==> config.mk <==
export PLATFORM = sky130hd
export DESIGN_NAME = wb_cernbe_bridge
export DESIGN_NICKNAME = d
export VERILOG_FILES = /design/src/rtl/wb_cernbe_bridge.sv
export SDC_FILE = /design/constraint.sdc
export NUM_CORES = 1
export LEC_CHECK = 0
export CORE_UTILIZATION = 42
export CTS_CLUSTER_SIZE = 24
export DETAILED_ROUTE_END_ITERATION = 6
export GPL_TIMING_DRIVEN = 0
export PLACE_DENSITY_LB_ADDON = 0.1
export SLEW_MARGIN = 20
export SYNTH_ARGS = -nofsm -noshare
export SYNTH_HDL_FRONTEND = slang
export SYNTH_SLANG_ARGS = --single-unit
==> constraint.sdc <==
create_clock -name clk -period 2.1 [get_ports clk]
set_clock_uncertainty 0.2 [all_clocks]
set_input_delay 0.315 -clock clk [delete_from_list [all_inputs] [get_ports clk]]
set_output_delay 0.315 -clock clk [all_outputs]
set_load 0.05 [all_outputs]
==> src/rtl/wb_cernbe_bridge.sv <==
// Wishbone (32-bit, pipelined) to CERN-BE (16-bit) bridge: splits each access into
// up to two half-word accesses, upper half first, with a Done timeout.
module wb_cernbe_bridge #(
  parameter int ADDR_WIDTH = 3,
  parameter int TIMEOUT    = 255
) (
  input  logic                  clk,
  input  logic                  rst_n,
  input  logic                  wb_cyc_i,
  input  logic                  wb_stb_i,
  input  logic                  wb_we_i,
  input  logic [ADDR_WIDTH-1:2] wb_adr_i,
  input  logic [3:0]            wb_sel_i,
  input  logic [31:0]           wb_dat_i,
  output logic [31:0]           wb_dat_o,
  output logic                  wb_ack_o,
  output logic                  wb_err_o,
  output logic                  wb_stall_o,
  output logic [ADDR_WIDTH-1:1] VMEAddr_o,
  output logic [15:0]           VMEWrData_o,
  output logic                  VMERdMem_o,
  output logic                  VMEWrMem_o,
  input  logic [15:0]           VMERdData_i,
  input  logic                  VMERdDone_i,
  input  logic                  VMEWrDone_i
);
  typedef enum logic [1:0] {IDLE, STROBE, WAIT, RESP} state_t;

  localparam logic [15:0] TIMEOUT_LAST = 16'(TIMEOUT - 1);

  state_t                state, state_nxt;
  logic                  we_q, lo_en_q, half_q, abort_q;
  logic [ADDR_WIDTH-1:2] adr_q;
  logic [15:0]           wdat_lo_q, cnt_q, hi_q, lo_q;
  logic                  accept, hi_en, lo_en, busy, done, timeout, aborting, more;
  logic [15:0]           hi_nxt, lo_nxt;

  always_comb begin
    hi_en    = |wb_sel_i[3:2];
    lo_en    = |wb_sel_i[1:0];
    accept   = (state == IDLE) && wb_cyc_i && wb_stb_i;
    busy     = (state == STROBE) || (state == WAIT);
    done     = busy && (we_q ? VMEWrDone_i : VMERdDone_i);
    timeout  = (state == WAIT) && !done && (cnt_q == TIMEOUT_LAST);
    // Once the master drops cyc the access is finished quietly: no second half, no ack/err.
    aborting = abort_q || !wb_cyc_i;
    more     = !half_q && lo_en_q;
    hi_nxt   = (done && !we_q && !half_q) ? VMERdData_i : hi_q;
    lo_nxt   = (done && !we_q && half_q) ? VMERdData_i : lo_q;
  end

  always_comb begin
    state_nxt  = state;
    VMERdMem_o = 1'b0;
    VMEWrMem_o = 1'b0;
    wb_ack_o   = 1'b0;
    wb_err_o   = 1'b0;
    wb_stall_o = 1'b1;
    unique case (state)
      IDLE: begin
        wb_stall_o = !rst_n;
        if (accept) state_nxt = (hi_en || lo_en) ? STROBE : RESP;
      end
      STROBE, WAIT: begin
        if (state == STROBE) begin
          VMERdMem_o = rst_n && !we_q;
          VMEWrMem_o = rst_n && we_q;
        end
        if (done) begin
          state_nxt = aborting ? IDLE : (more ? STROBE : RESP);
        end else if (timeout) begin
          state_nxt = IDLE;
          wb_err_o  = rst_n && !aborting;
        end else begin
          state_nxt = WAIT;
        end
      end
      RESP: begin
        wb_ack_o  = rst_n && !aborting;
        state_nxt = IDLE;
      end
      default: state_nxt = IDLE;
    endcase
  end

  always_ff @(posedge clk) begin
    if (!rst_n) begin
      state       <= IDLE;
      cnt_q       <= '0;
      abort_q     <= 1'b0;
      we_q        <= 1'b0;
      lo_en_q     <= 1'b0;
      half_q      <= 1'b0;
      adr_q       <= '0;
      wdat_lo_q   <= '0;
      hi_q        <= '0;
      lo_q        <= '0;
      VMEAddr_o   <= '0;
      VMEWrData_o <= '0;
      wb_dat_o    <= '0;
    end else begin
      state <= state_nxt;
      if (accept) begin
        we_q        <= wb_we_i;
        adr_q       <= wb_adr_i;
        lo_en_q     <= lo_en;
        half_q      <= !hi_en;
        wdat_lo_q   <= wb_dat_i[15:0];
        abort_q     <= 1'b0;
        hi_q        <= '0;
        lo_q        <= '0;
        VMEAddr_o   <= {wb_adr_i, !hi_en};
        VMEWrData_o <= hi_en ? wb_dat_i[31:16] : wb_dat_i[15:0];
        if (!(hi_en || lo_en)) wb_dat_o <= '0;
      end else if (state != IDLE && !wb_cyc_i) begin
        abort_q <= 1'b1;
      end

      if (state == STROBE)    cnt_q <= '0;
      else if (state == WAIT) cnt_q <= cnt_q + 16'd1;

      if (done) begin
        hi_q <= hi_nxt;
        lo_q <= lo_nxt;
        if (!aborting && more) begin
          half_q      <= 1'b1;
          VMEAddr_o   <= {adr_q, 1'b1};
          VMEWrData_o <= wdat_lo_q;
        end
        if (!aborting && !more) wb_dat_o <= {hi_nxt, lo_nxt};
      end
    end
  end
endmodule

==> metrics <==
Static Leak 0.00339 uW; Nets 846; Die Height 116 um; die width 116 um; WHS Endpoint wdat_lo_q[15]; Clk pin slew, worst setup/hold paths 0.05 ns; DP Area 6910 um^2; hold depth 2; RSZ-0062 raised after global routing yes; htree depth 4; max incr delay on CP 0.37 ns; Max VDD drop 483 uV; antenna cells 0; Area growth, synth to finish 45.9%; Slew headroom 46.9%; GRT Util Overall 23.6%; DP Wirelength 11,200 um; reg-to-reg setup timing slack -0.18 ns; synthesized area 5500 um^2; Routed Wire Length 16,000 um; synth unique cells 52; vias in the first global route 4,931; antenna violations before repair 0; total grt overflow 0; WS Path Type flop to primary output; fmax 0.416 GHz; hold_ws 0.253 ns; r2r endpoint lo_q[7]; Synth area leaders dfxtp_1 (44%), mux2i_1 (8.7%), a21oi_1 (8.0%); worst path cell trace inv_4 -> ha_4 -> buf_8 -> nand2_8 -> nand4_1 -> nor4_4 -> buf_6; die footprint 13,600 um^2; Mapped Nets 699; Power Density 859 nW/um^2; largest net degree at the start of global routing 17; global-route wire length before repair 24,200 um; DRC Markers 0; Avg WL per Cell 16.6 um; Layout fillers 1,160; cell family with most CP delay simple AND/OR/NAND/NOR gates; worst slack at placement -1.06 ns; Detail Route Antenna Nets 0; Clock Sinks 121; Worst Path Required 1.58 ns; pin slew with the least headroom to its limit 0.796 ns; final hold violations 0; Slew Limit Fails 0; RD Place Congestion 0.812; starting density of the core 43.3%; failing checks setup timing; hold_sp wdat_lo_q[15]; Synth warnings 0; slowest CP cell dfxtp_2; crit path capture type primary output; Max-cap violations 0; Mapped Cells 632; Synth top area share 44.0%; Worst setup SP type flop; Critical Path Fanout Max 5; Ports 115; CTS tree done; root buffer cell clkbuf_16; Buf/Inv on CP 3; post-synthesis area per instance 8.71 um^2; post-route clock period utilization 114%; largest area contributor in the netlist dfxtp_1; worst setup margin -0.302 ns; Site Rows 41; Avg Vias per Cell 5.37; Clock Path Buffers 2; layout cells sized above 1 20.6%; critical path arrival 1.89 ns; flops & latches, synth 121; R2R depth 11; Clk Latency, worst-skew pair 0.42 ns; r2r startpoint state[0]; post-synthesis sequential area ratio 44.0%; Worst Hold Class flop to flop; 1st-iter DRT viols 217; Port-buffer cells 113; CTS buffer count 17; final setup fails 41; Tmin final 2.40 ns; core area 12,700 um^2; outcome finished, violations left; total number of vias 5,170; Design Area, Final 8030 um^2; Pre-antenna DRT Iters 4
layer usage:
metal  vias up  part of all wire, %  GRT usage, %
met5         -                    0             0
met4         0                  1.8          11.2
met3        27                  4.6          4.93
met2       139                   49          39.5
met1      2497                   45          29.1
li1       2507                    -             -
cell usage after synthesis, drive strengths merged:
| library cell | n |
|---|---|
| nor4 | 3 |
| a21oi | 88 |
| and4b | 1 |
| a31oi | 2 |
| a221oi | 1 |
| nor3b | 1 |
| nand3b | 1 |
| nand2b | 2 |
| a311oi | 1 |
| nand2 | 64 |
| clkbuf | 28 |
| nor3 | 1 |
| nand4 | 4 |
| or3 | 4 |
| mux2i | 48 |
| or2 | 64 |
| and4 | 3 |
| a211oi | 3 |
| mux2 | 1 |
| o31ai | 1 |
| and2 | 1 |
| nor2 | 19 |
| and3 | 5 |
| o311ai | 1 |
| buf | 22 |
| inv | 6 |
| xnor2 | 2 |
| ha | 7 |
| nand3 | 74 |
| dfxtp | 121 |
| nand4b | 1 |
| a21boi | 2 |
| and4bb | 2 |
| a22o | 16 |
| o21ai | 20 |
| nor2b | 1 |
| or4 | 1 |
| xor2 | 9 |
| o2111ai | 1 |
worst min-delay path: cells and delay by family, from the launching register on:
kind | cells | cell delay (ns)
DFF | 1 | 0.30
and+or+nand+nor | 1 | 0.05
AOI/OAI and AO/OA | 1 | 0.05
placed cells by master (no fill, tap or decap), types with 5 or more instances in the layout:
master	instances
nand3_1	73
dlymetal6s2s_1	30
or2_4	11
nor2_1	17
a22o_1	16
or2_2	15
buf_4	18
xor2_1	9
mux2i_1	41
clkbuf_1	20
or2_0	12
clkbuf_16	17
clkbuf_2	12
or2_1	26
nand2_1	62
bufinv_16	5
a21oi_1	69
o21ai_0	20
dfxtp_1	117
clkdlybuf4s50_1	75
a21oi_2	19
mux2i_2	5
buf_6	13
ha_1	5
flip-flops by register name, summed over array words and instances, names as in the netlist:
register / count
hi_q: 16
VMEWrData_o: 16
we_q: 1
VMEAddr_o: 2
state: 2
adr_q: 1
cnt_q: 16
lo_en_q: 1
wdat_lo_q: 16
half_q: 1
abort_q: 1
wb_dat_o: 32
lo_q: 16
worst max-delay path by stage:
stage                            from       end  cells after the start
final                        state[0]  wb_err_o                      7
after global routing         state[0]  wb_err_o                      7
after CTS                    state[0]  wb_err_o                      7
after detailed placement  VMERdDone_i  wb_err_o                      7
after global placement    VMERdDone_i  wb_err_o                      7
after floorplan              state[0]  wb_err_o                      7
cells by family after synthesis:
kind of cell             Yosys count  share of synthesized area (%)
XOR/XNOR                          11                           1.75
multiplexers                      49                           9.00
buffers and inverters             56                           5.30
flip-flops                       121                           44.0
AND/OR/NAND/NOR                  252                           24.2
adder cells (fa/ha/maj)            7                           1.59
AO/OA/AOI/OAI                    136                           14.2
power by group:
| part | internal [uW] | leakage, uW | switching, uW |
|---|---|---|---|
| Combinational | 555 | 0.00209 | 754 |
| Clock | 2150 | 0.000314 | 1000 |
| Sequential | 2380 | 0.000981 | 56.6 |
what timing repair did:
item | 4_1_cts | 5_1_grt
pin swaps | 9 | 20
hold buffers | 0 | 0
gates cloned | 0 | 0
setup endpoints to repair | 38 | 121
endpoints found under the hold margin | 0 | 0
resized for setup | 60 | 101
setup buffers | 10 | 6
per-stage QoR:
| stage | instances | TNS, ns | util, % | power [uW] |
|---|---|---|---|---|
| 2_1_floorplan | 632 | -0.0941 | - | 3200 |
| 3_3_place_gp | 917 | -26.44 | 54.3 | 3590 |
| 3_5_place_dp | 917 | -28.83 | 54.3 | 3610 |
| 4_1_cts | 957 | -0.926 | 60.7 | 6830 |
| 5_1_grt | 963 | -7.17 | 63.1 | 7150 |
| 6_report | 963 | -4.90 | 63.1 | 6900 |
area by class of cell:
cell class / instances / area, um^2 / area share, %
Multi-Input combinational cell: 455 / 3050 / 38.0
Sequential cell: 121 / 2430 / 30.3
Timing Repair Buffer: 129 / 1340 / 16.7
Clock buffer: 22 / 464 / 5.78
Buffer: 49 / 334 / 4.16
Tap cell: 172 / 215 / 2.68
Clock inverter: 9 / 170 / 2.12
Inverter: 6 / 27.5 / 0.343
(Power assumes the default switching activity.)
